==> config.mk <==
export PLATFORM = sky130hd
export DESIGN_NAME = pblaze_irq_scheduler
export DESIGN_NICKNAME = d
export VERILOG_FILES = /design/src/rtl/pblaze_irq_pkg.sv /design/src/rtl/rr_arbiter.sv /design/src/rtl/pblaze_irq_scheduler.sv
export SDC_FILE = /design/constraint.sdc
export NUM_CORES = 1
export LEC_CHECK = 0
export CORE_MARGIN = 2
export CORE_UTILIZATION = 55
export DETAILED_ROUTE_END_ITERATION = 8
export GPL_ROUTABILITY_DRIVEN = 0
export PLACE_DENSITY = 0.81
export SKIP_CTS_REPAIR_TIMING = 1
export SYNTH_ARGS = -nofsm -noshare
export SYNTH_HDL_FRONTEND = slang
export SYNTH_SLANG_ARGS = --single-unit
==> constraint.sdc <==
create_clock -name clk -period 6.55 [get_ports clk]
set_clock_uncertainty 0.2 [all_clocks]
set_input_delay 1.31 -clock clk [delete_from_list [all_inputs] [get_ports clk]]
set_output_delay 1.31 -clock clk [all_outputs]
set_load 0.1 [all_outputs]
==> src/rtl/pblaze_irq_pkg.sv <==
// Shared types and port map for the PicoBlaze interrupt scheduler.
// Used by the scheduler top and any firmware-facing glue.
package pblaze_irq_pkg;

    typedef enum logic [1:0] {
        IDLE,
        FIRE,
        WAIT_ACK,
        GAP
    } state_t;

    localparam logic [7:0] IRQ_DATA_PORT = 8'h00;
    localparam logic [7:0] IRQ_ACK_PORT  = 8'h20;

endpackage

==> src/rtl/rr_arbiter.sv <==
// Combinational round-robin pick: first set bit at or after rr_ptr.
// Wraps modulo NUM_REQ; reusable for any shared PicoBlaze port.
module rr_arbiter #(
    parameter int NUM_REQ = 4
) (
    input  logic [NUM_REQ-1:0]         pending,
    input  logic [$clog2(NUM_REQ)-1:0] rr_ptr,
    output logic [$clog2(NUM_REQ)-1:0] winner,
    output logic                       any_valid
);

    localparam int IDX_W = $clog2(NUM_REQ);

    // Scan offsets from farthest to nearest so the nearest pending index wins.
    always_comb begin
        int idx;
        idx       = 0;
        winner    = '0;
        any_valid = 1'b0;
        for (int k = NUM_REQ - 1; k >= 0; k--) begin
            idx = int'(rr_ptr) + k;
            if (idx >= NUM_REQ) begin
                idx = idx - NUM_REQ;
            end
            if (pending[idx]) begin
                winner    = IDX_W'(idx);
                any_valid = 1'b1;
            end
        end
    end

endmodule

==> src/rtl/pblaze_irq_scheduler.sv <==
// Shares the PicoBlaze interrupt line and input port 0x00 among event sources.
// Captures event bytes, grants round-robin, holds the winner until acknowledged.
module pblaze_irq_scheduler
    import pblaze_irq_pkg::*;
#(
    parameter int NUM_REQ        = 4,
    parameter int DATA_W         = 8,
    parameter int TIMEOUT_CYCLES = 1000000,
    parameter int HOLDOFF_CYCLES = 16
) (
    input  logic                        clk,
    input  logic                        reset_n,
    input  logic [NUM_REQ-1:0]          req,
    input  logic [NUM_REQ*DATA_W-1:0]   req_data,
    input  logic                        irq_ack,
    input  logic                        flag_clr,
    output logic                        interr_sig,
    output logic [DATA_W-1:0]           input_data,
    output logic [2:0]                  src_id,
    output logic                        busy,
    output logic [NUM_REQ-1:0]          overrun,
    output logic                        timeout_flag
);

    localparam int IDX_W     = $clog2(NUM_REQ);
    localparam int CNT_MAX   = (TIMEOUT_CYCLES > HOLDOFF_CYCLES) ?
                               TIMEOUT_CYCLES : HOLDOFF_CYCLES;
    localparam int CNT_W     = $clog2(CNT_MAX + 1);
    localparam int TMO_LAST  = (TIMEOUT_CYCLES > 0) ? TIMEOUT_CYCLES - 1 : 0;
    localparam int HOLD_LAST = (HOLDOFF_CYCLES > 0) ? HOLDOFF_CYCLES - 1 : 0;

    state_t               state_q, state_d;
    logic [NUM_REQ-1:0]   pending_q, pending_d;
    logic [DATA_W-1:0]    hold_q [NUM_REQ];
    logic [DATA_W-1:0]    hold_d [NUM_REQ];
    logic [IDX_W-1:0]     rr_q, rr_d;
    logic [IDX_W-1:0]     gnt_q, gnt_d;
    logic [CNT_W-1:0]     cnt_q, cnt_d;
    logic                 irq_q, irq_d;
    logic [DATA_W-1:0]    data_q, data_d;
    logic [2:0]           src_q, src_d;
    logic [NUM_REQ-1:0]   ovr_q, ovr_d;
    logic                 tmo_q, tmo_d;

    logic [IDX_W-1:0]     arb_win;
    logic                 arb_any;
    logic [IDX_W-1:0]     gnt_next;
    logic                 ack_clr;
    logic                 tmo_set;

    rr_arbiter #(
        .NUM_REQ   (NUM_REQ)
    ) u_arb (
        .pending   (pending_q),
        .rr_ptr    (rr_q),
        .winner    (arb_win),
        .any_valid (arb_any)
    );

    // Pointer to the source after the current grant, wrapping at NUM_REQ.
    always_comb begin
        gnt_next = gnt_q + 1'b1;
        if (int'(gnt_q) == NUM_REQ - 1) begin
            gnt_next = '0;
        end
    end

    // Grant FSM: next state, grant latch, counter and interrupt pulse.
    always_comb begin
        state_d = state_q;
        cnt_d   = cnt_q;
        irq_d   = 1'b0;
        data_d  = data_q;
        src_d   = src_q;
        gnt_d   = gnt_q;
        rr_d    = rr_q;
        ack_clr = 1'b0;
        tmo_set = 1'b0;
        unique case (state_q)
            IDLE: begin
                if (arb_any) begin
                    data_d  = hold_q[arb_win];
                    src_d   = 3'(arb_win);
                    gnt_d   = arb_win;
                    irq_d   = 1'b1;
                    state_d = FIRE;
                end
            end
            FIRE: begin
                cnt_d   = '0;
                state_d = WAIT_ACK;
            end
            WAIT_ACK: begin
                if (irq_ack) begin
                    ack_clr = 1'b1;
                    rr_d    = gnt_next;
                    cnt_d   = '0;
                    state_d = (HOLDOFF_CYCLES == 0) ? IDLE : GAP;
                end else if (cnt_q == CNT_W'(TMO_LAST)) begin
                    tmo_set = 1'b1;
                    rr_d    = gnt_next;
                    cnt_d   = '0;
                    state_d = (HOLDOFF_CYCLES == 0) ? IDLE : GAP;
                end else begin
                    cnt_d = cnt_q + 1'b1;
                end
            end
            GAP: begin
                if (cnt_q == CNT_W'(HOLD_LAST)) begin
                    cnt_d   = '0;
                    state_d = IDLE;
                end else begin
                    cnt_d = cnt_q + 1'b1;
                end
            end
            default: begin
                state_d = IDLE;
            end
        endcase
    end

    // Event capture and sticky flags; a new strobe beats a same-cycle clear.
    always_comb begin
        pending_d = pending_q;
        if (ack_clr) begin
            pending_d[gnt_q] = 1'b0;
        end
        pending_d = pending_d | req;
        for (int i = 0; i < NUM_REQ; i++) begin
            hold_d[i] = req[i] ? req_data[i*DATA_W +: DATA_W] : hold_q[i];
        end
        ovr_d = (flag_clr ? '0 : ovr_q) | (req & pending_q);
        tmo_d = (flag_clr ? 1'b0 : tmo_q) | tmo_set;
    end

    // State and datapath registers.
    always_ff @(posedge clk or negedge reset_n) begin
        if (!reset_n) begin
            state_q   <= IDLE;
            pending_q <= '0;
            for (int i = 0; i < NUM_REQ; i++) begin
                hold_q[i] <= '0;
            end
            rr_q      <= '0;
            gnt_q     <= '0;
            cnt_q     <= '0;
            irq_q     <= 1'b0;
            data_q    <= '0;
            src_q     <= '0;
            ovr_q     <= '0;
            tmo_q     <= 1'b0;
        end else begin
            state_q   <= state_d;
            pending_q <= pending_d;
            for (int i = 0; i < NUM_REQ; i++) begin
                hold_q[i] <= hold_d[i];
            end
            rr_q      <= rr_d;
            gnt_q     <= gnt_d;
            cnt_q     <= cnt_d;
            irq_q     <= irq_d;
            data_q    <= data_d;
            src_q     <= src_d;
            ovr_q     <= ovr_d;
            tmo_q     <= tmo_d;
        end
    end

    assign interr_sig   = irq_q;
    assign input_data   = data_q;
    assign src_id       = src_q;
    assign busy         = (state_q != IDLE);
    assign overrun      = ovr_q;
    assign timeout_flag = tmo_q;

endmodule

==> impl_metrics.csv, run 1 <==
group,metric,value,unit
route,wl_met2,3.91,mm
worst_setup_path,cp-end-kind,"output pin",
worst_setup_path,cpPeakStageDelay,1070,ps
logic_synthesis,synthTopCellsByArea,"dfrtp_1, mux2_2, mux2i_1",
worst_setup_path,worstPathCellList,"inv_1 > ha_1 > inv_1 > clkdlybuf4s50_1",
timing,finalSetupViolations,0,
logic_synthesis,syn_inst,348,
worst_setup_path,rr_worst_depth,7,
timing,fmax,213,MHz
timing,tightest_slew,1080,ps
route,drtPass1Iterations,4,
power_and_ir_drop,leakage,1.86,nW
clocking,clockBufferDepth,2,
worst_setup_path,worstSetupPathDepth,4,
worst_setup_path,critPathBufInv,3,
route,num_vias,2820,
logic_synthesis,yosys.area.top_type,"dfrtp_1",
timing,drv_slew,0,
floorplan,rows,30,
global_routing,grt_use_total,23.4,%
place,placed_cell_area,4300,µm²
route,highest_layer,"met4",
timing,finalCriticalPeriod,4690,ps
route,wl,8.04,mm
global_routing,grt_max_degree,77,
logic_synthesis,ys_types,46,
floorplan,die_h,86.4,µm
worst_setup_path,r2r_end,"input_data[5]$_DFFE_PN0P_",
place,numPortBuffers,56,
logic_synthesis,synth_top_cell_area_share,51.0,%
timing,final-hold-violation-count,0,
outcome,status,"completed",
route,wire_per_inst,16.7,µm
timing,relSlewSlack,27.9,%
global_routing,antenna_found_initial,0,
floorplan,initial_core_util,55.9,%
route,drt_iter0_drc,256,
final_layout,fin_nets,443,
timing,post-route-period-util,71.7,%
final_layout,layout_commonest_cell,"dfrtp_1",
clocking,clk_pin_slew,90,ps
logic_synthesis,synth_ff_type,"dfrtp_1",
worst_setup_path,cp-startpoint,"state_q[0]$_DFFE_PN0P_",
job,max-cap-violations,0,
clocking,root_buffer,"clkbuf_8",
worst_setup_path,cpMostUsedCell,"inv_1",
floorplan,core,6680,µm²
logic_synthesis,syn_area,3730,µm²
final_layout,final_cell_mix,"dfrtp_1, clkdlybuf4s50_1, mux2_2",
final_layout,area_delta_synth_final,21.2,%
clocking,numCtsBuffers,9,
final_layout,design_area,4520,µm²
worst_setup_path,r2r_start,"state_q[0]$_DFFE_PN0P_",
worst_setup_path,rrSetupSlack,2530,ps
min_path,holdCritPathClass,"reg -> reg",
global_routing,grt_pass1_vias,2755,
worst_setup_path,critPathTopFamily,"buffers and inverters",
clocking,cts_max_level,3,
final_layout,drive_gt1_share,15.3,%
logic_synthesis,synth.avg_cell_area,10.7,µm²
power_and_ir_drop,power_density,400,nW/µm²
worst_setup_path,crit_end,"busy",
clocking,clock_latency,350,ps
worst_setup_path,worst-path-max-fanout,30,
route,wl_met1,3.50,mm
timing,rsz0062_at_grt,"false",
logic_synthesis,synth_seq_cells,76,
logic_synthesis,synth_nets,396,
worst_setup_path,cp_slowest_cell,"clkdlybuf4s50_1",
power_and_ir_drop,ir_worst_vdd,0.280,mV
logic_synthesis,yosysWarnings,0,
route,ant_nets,0,
timing,tns,0,ps
global_routing,overflow,0,
route,vias_per_cell,5.88,
logic_synthesis,synth-async-reset-ratio,100,%
final_layout,antennaDiodeCount,0,
worst_setup_path,cp.arrival,3180,ps
timing,holdWs,309,ps
worst_setup_path,path_class,"reg -> out",
worst_setup_path,critPathRequiredTime,5040,ps
route,drcViolationCount,0,
route,wl_met3,539,µm
floorplan,die_area,7460,µm²
power_and_ir_drop,total_power,1.81,mW
floorplan,die_w,86.4,µm
logic_synthesis,synth_edf_count,0,
clocking,cts_tree,"built",
logic_synthesis,seq_area_frac_synth,51.0,%
place,post-dp-hpwl,5.66,mm
clocking,cts_sinks,76,
global_routing,grt_pass1_wl,13.4,mm
floorplan,ioPinCount,58,
worst_setup_path,startpoint_type,"flip-flop",
-- metrics by stage --
step	cells	setup WS, ps	util [%]
CTS	480	1880	67.7
global placement	464	2310	64.4
finish	480	1860	67.7
global route	480	1690	67.7
floorplan	348	3360	-
detailed placement	464	2250	64.4
-- kinds of logic (layout without fill, tap and decap cells) --
family | Yosys count | after routing | share of synthesized area (%)
flip-flops | 76 | 76 | 51.0
buffers and inverters | 35 | 87 | 3.85
AND/OR/NAND/NOR | 114 | 114 | 15.6
AO/OA/AOI/OAI | 62 | 62 | 11.8
multiplexers | 48 | 48 | 14.0
other | 1 | 1 | 0.100
XOR/XNOR | 4 | 4 | 0.939
adder cells (fa/ha/maj) | 8 | 8 | 2.68
-- metal layers --
metal | up-vias | GRT usage [%]
li1 | 1335 | -
met1 | 1390 | 30.9
met2 | 86 | 37.1
met3 | 9 | 7.43
met4 | 0 | 7.24
met5 | - | 0
-- how the worst min path moves through the flow --
stage                           from                    end  slack [ps]  cells past startpoint
2_1_floorplan  hold_q[0]$_DFFE_PN0P_  hold_q[0]$_DFFE_PN0P_         270                      1
3_3_place_gp   hold_q[6]$_DFFE_PN0P_  hold_q[6]$_DFFE_PN0P_         290                      1
3_5_place_dp   hold_q[6]$_DFFE_PN0P_  hold_q[6]$_DFFE_PN0P_         290                      1
4_1_cts        hold_q[6]$_DFFE_PN0P_  hold_q[6]$_DFFE_PN0P_         310                      1
5_1_grt        hold_q[1]$_DFFE_PN0P_  hold_q[1]$_DFFE_PN0P_         320                      1
6_report       hold_q[6]$_DFFE_PN0P_  hold_q[6]$_DFFE_PN0P_         310                      1
-- power by group --
group	internal, mW	total (mW)	switching (mW)
clock network	0.209	0.387	0.177
logic	0.241	0.810	0.569
registers	0.549	0.614	0.0654
total	0.999	1.81	0.812
-- worst reg2reg max path, stage by stage, from the launching register on --
cell	delay (ps)
dfrtp_1	400
inv_1	90
ha_1	880
inv_1	410
nor2_1	770
o221ai_1	610
a221oi_1	440
a211oi_1	100
-- state kept, by name, summed over array words and instances (netlist names) --
name	flops
gnt_q	2
rr_q	2
input_data	8
state_q	2
timeout_flag	1
interr_sig	1
overrun	4
pending_q	4
hold_q	32
cnt_q	20
-- layout make-up --
type	count	area [µm²]
multi-input cells	237	1690
clock buffers	12	165
flip-flops and latches	76	1900
fillers	510	2160
clock inverters	4	55.1
inverters	15	56.3
repair buffers	56	558
well taps	80	100
-- cell usage after synthesis (2+ instances only) --
cell / number
dfrtp_1: 76
mux2_2: 34
nand2_1: 28
nor2_1: 25
o21ai_0: 18
clkbuf_1: 16
inv_1: 15
mux2i_1: 13
nand3_1: 10
nor3_1: 10
a211oi_1: 9
and2_1: 9
nor4_1: 9
a221oi_1: 8
ha_1: 8
a21oi_1: 7
nand4_1: 7
a21o_1: 5
o22ai_1: 4
nand2b_1: 3
or2_2: 3
and3_1: 2
o211ai_1: 2
o221ai_1: 2
or4_1: 2
xnor2_1: 2
xor2_1: 2
(Power assumes the default switching activity.)
==> run 2: changes to the inputs <==
--- a/config.mk
+++ b/config.mk
@@ -6,10 +6,10 @@
 export NUM_CORES = 1
 export LEC_CHECK = 0
 export CORE_MARGIN = 2
-export CORE_UTILIZATION = 55
+export CORE_UTILIZATION = 54
 export DETAILED_ROUTE_END_ITERATION = 8
 export GPL_ROUTABILITY_DRIVEN = 0
-export PLACE_DENSITY = 0.81
+export PLACE_DENSITY = 0.8
 export SKIP_CTS_REPAIR_TIMING = 1
 export SYNTH_ARGS = -nofsm -noshare
 export SYNTH_HDL_FRONTEND = slang
==> constraint.sdc (replaced) <==
create_clock -name clk -period 4.66 [get_ports clk]
set_clock_uncertainty 0.2 [all_clocks]
set_input_delay 0.932 -clock clk [delete_from_list [all_inputs] [get_ports clk]]
set_output_delay 0.932 -clock clk [all_outputs]
set_load 0.1 [all_outputs]
==> run 2 against run 1 <==
Compared with the run above:
- wire length grew 0.75%
- largest cell class unchanged
- cell area shrank 0.30%
- hold slack lost 0.68 ps
- die area grew 1.8%
- power grew 39%
==> impl_metrics.csv, run 2 (same netlist as run 1, synthesis figures left out) <==
group,metric,value,unit
worst_setup_path,startpoint_type,"flip-flop",
final_layout,drive_gt1_share,15.5,%
power_and_ir_drop,leakage,1.86,nW
final_layout,fin_nets,444,
final_layout,ff_latch_area,1900,µm²
floorplan,rows,30,
outcome,status,"completed",
global_routing,top_usage_layer,"met2",
floorplan,die_h,87.1,µm
route,vias_per_cell,5.84,
final_layout,multi_input_area,1690,µm²
final_layout,final_cell_mix,"dfrtp_1, clkdlybuf4s50_1, mux2_2",
global_routing,overflow,0,
floorplan,die_area,7590,µm²
final_layout,area_delta_synth_final,20.8,%
worst_setup_path,worst-path-max-fanout,30,
final_layout,layout_commonest_cell,"dfrtp_1",
global_routing,gr-usage-met2,33.8,%
timing,finalCriticalPeriod,3650,ps
power_and_ir_drop,ir_worst_vdd,0.481,mV
floorplan,ioPinCount,58,
worst_setup_path,path_class,"reg -> out",
worst_setup_path,cpMostUsedCell,"inv_1",
worst_setup_path,critPathBufInv,3,
worst_setup_path,worstPathCellList,"inv_1 > ha_1 > inv_1 > buf_4",
route,drtPass1Iterations,5,
clocking,numCtsBuffers,9,
worst_setup_path,cp.arrival,2510,ps
worst_setup_path,critPathTopFamily,"buffers and inverters",
power_and_ir_drop,power_density,557,nW/µm²
final_layout,final_util,66.7,%
worst_setup_path,rrSetupSlack,1240,ps
clocking,cts_max_level,3,
timing,fmax,274,MHz
floorplan,initial_core_util,55.2,%
timing,post-route-period-util,78.2,%
place,numPortBuffers,56,
route,drcViolationCount,0,
worst_setup_path,cpPeakStageDelay,880,ps
worst_setup_path,critPathRequiredTime,3530,ps
route,drt_iter0_drc,225,
worst_setup_path,cp_slowest_cell,"ha_1",
timing,drv_slew,0,
global_routing,grt_pass1_wl,13.3,mm
final_layout,largest-register,"hold_q",
clocking,cts_sinks,76,
job,max-cap-violations,0,
route,ant_nets,0,
clocking,clock_latency,340,ps
worst_setup_path,cp-end-kind,"output pin",
global_routing,grt_pass1_vias,2725,
floorplan,core,6760,µm²
global_routing,grt_max_degree,77,
timing,rsz0062_at_grt,"false",
floorplan,die_w,87.1,µm
timing,tns,0,ps
clocking,clockBufferDepth,2,
timing,final-hold-violation-count,0,
route,num_vias,2807,
final_layout,largest_reg_flops,32,
timing,relSlewSlack,28.1,%
clocking,clk_pin_slew,70,ps
clocking,cts_tree,"built",
clocking,root_buffer,"clkbuf_8",
route,wl,8.10,mm
final_layout,fill_cells,550,
min_path,holdCritPathClass,"reg -> reg",
global_routing,use_met3,4.93,%
final_layout,antennaDiodeCount,0,
timing,finalSetupViolations,0,
global_routing,grt_use_total,22.7,%
place,post-dp-hpwl,5.68,mm
route,wire_per_inst,16.8,µm
timing,tightest_slew,1080,ps
global_routing,grt_util_met1,32.6,%
global_routing,antenna_found_initial,0,
[run 2: cell types whose count changed in the layout (fill, tap and decap cells not counted), sizes merged]
cell / change
clkinv: +1
buf: +2
clkdlybuf4s50: -1
clkbuf: -1
[run 2: worst paths after layout]
path                                        startpoint                         to  cells after the start
worst max-delay path            state_q[0]$_DFFE_PN0P_                       busy                      4
worst max register to register  state_q[0]$_DFFE_PN0P_  input_data[2]$_DFFE_PN0P_                      8
max in group asynchronous                      reset_n      hold_q[9]$_DFFE_PN0P_                      1
worst min-delay path            hold_q[30]$_DFFE_PN0P_     hold_q[30]$_DFFE_PN0P_                      1
worst min register to register  hold_q[30]$_DFFE_PN0P_     hold_q[30]$_DFFE_PN0P_                      1
min in group asynchronous                      reset_n       cnt_q[6]$_DFFE_PN0N_                      1
[run 2: final cells by class]
class | instances | area share, %
inverters | 15 | 1.25
clock buffers | 11 | 3.14
well taps | 80 | 2.22
flip-flops and latches | 76 | 42.2
multi-input cells | 237 | 37.4
clock inverters | 5 | 1.33
repair buffers | 57 | 12.5
[run 2: routing by layer]
| layer | vias up | share of wire (%) | wire length (µm) |
|---|---|---|---|
| li1 | 1349 | - | - |
| met2 | 81 | 47 | 3810 |
| met3 | 9 | 5.9 | 479 |
| met5 | - | 0 | 0 |
| met1 | 1368 | 46 | 3710 |
| met4 | 0 | 1.3 | 102 |
[run 2: power by group]
part | switching [mW] | leakage, nW | internal, mW
logic | 0.795 | 0.840 | 0.342
clock network | 0.240 | 0.0999 | 0.264
registers | 0.0997 | 0.917 | 0.771
total | 1.13 | 1.86 | 1.38
[run 2: per-stage QoR]
stage	instance area [µm²]	std cells	worst slack, ps	power (mW)	hold WS, ps
2_1_floorplan	3730	348	1850	1.72	272
3_3_place_gp	4310	465	1510	1.98	288
3_5_place_dp	4310	465	1370	2.01	294
4_1_cts	4510	481	1010	2.53	313
5_1_grt	4510	481	845	2.65	329
6_report	4510	481	1010	2.51	309
[run 2: worst reg2reg max path, delay by kind of cell (launching register included)]
| family | cells | cell delay, ps |
|---|---|---|
| adder cells (fa/ha/maj) | 1 | 880 |
| flip-flops | 1 | 400 |
| AND/OR/NAND/NOR | 1 | 220 |
| buffers and inverters | 3 | 750 |
| AO/OA/AOI/OAI | 3 | 840 |
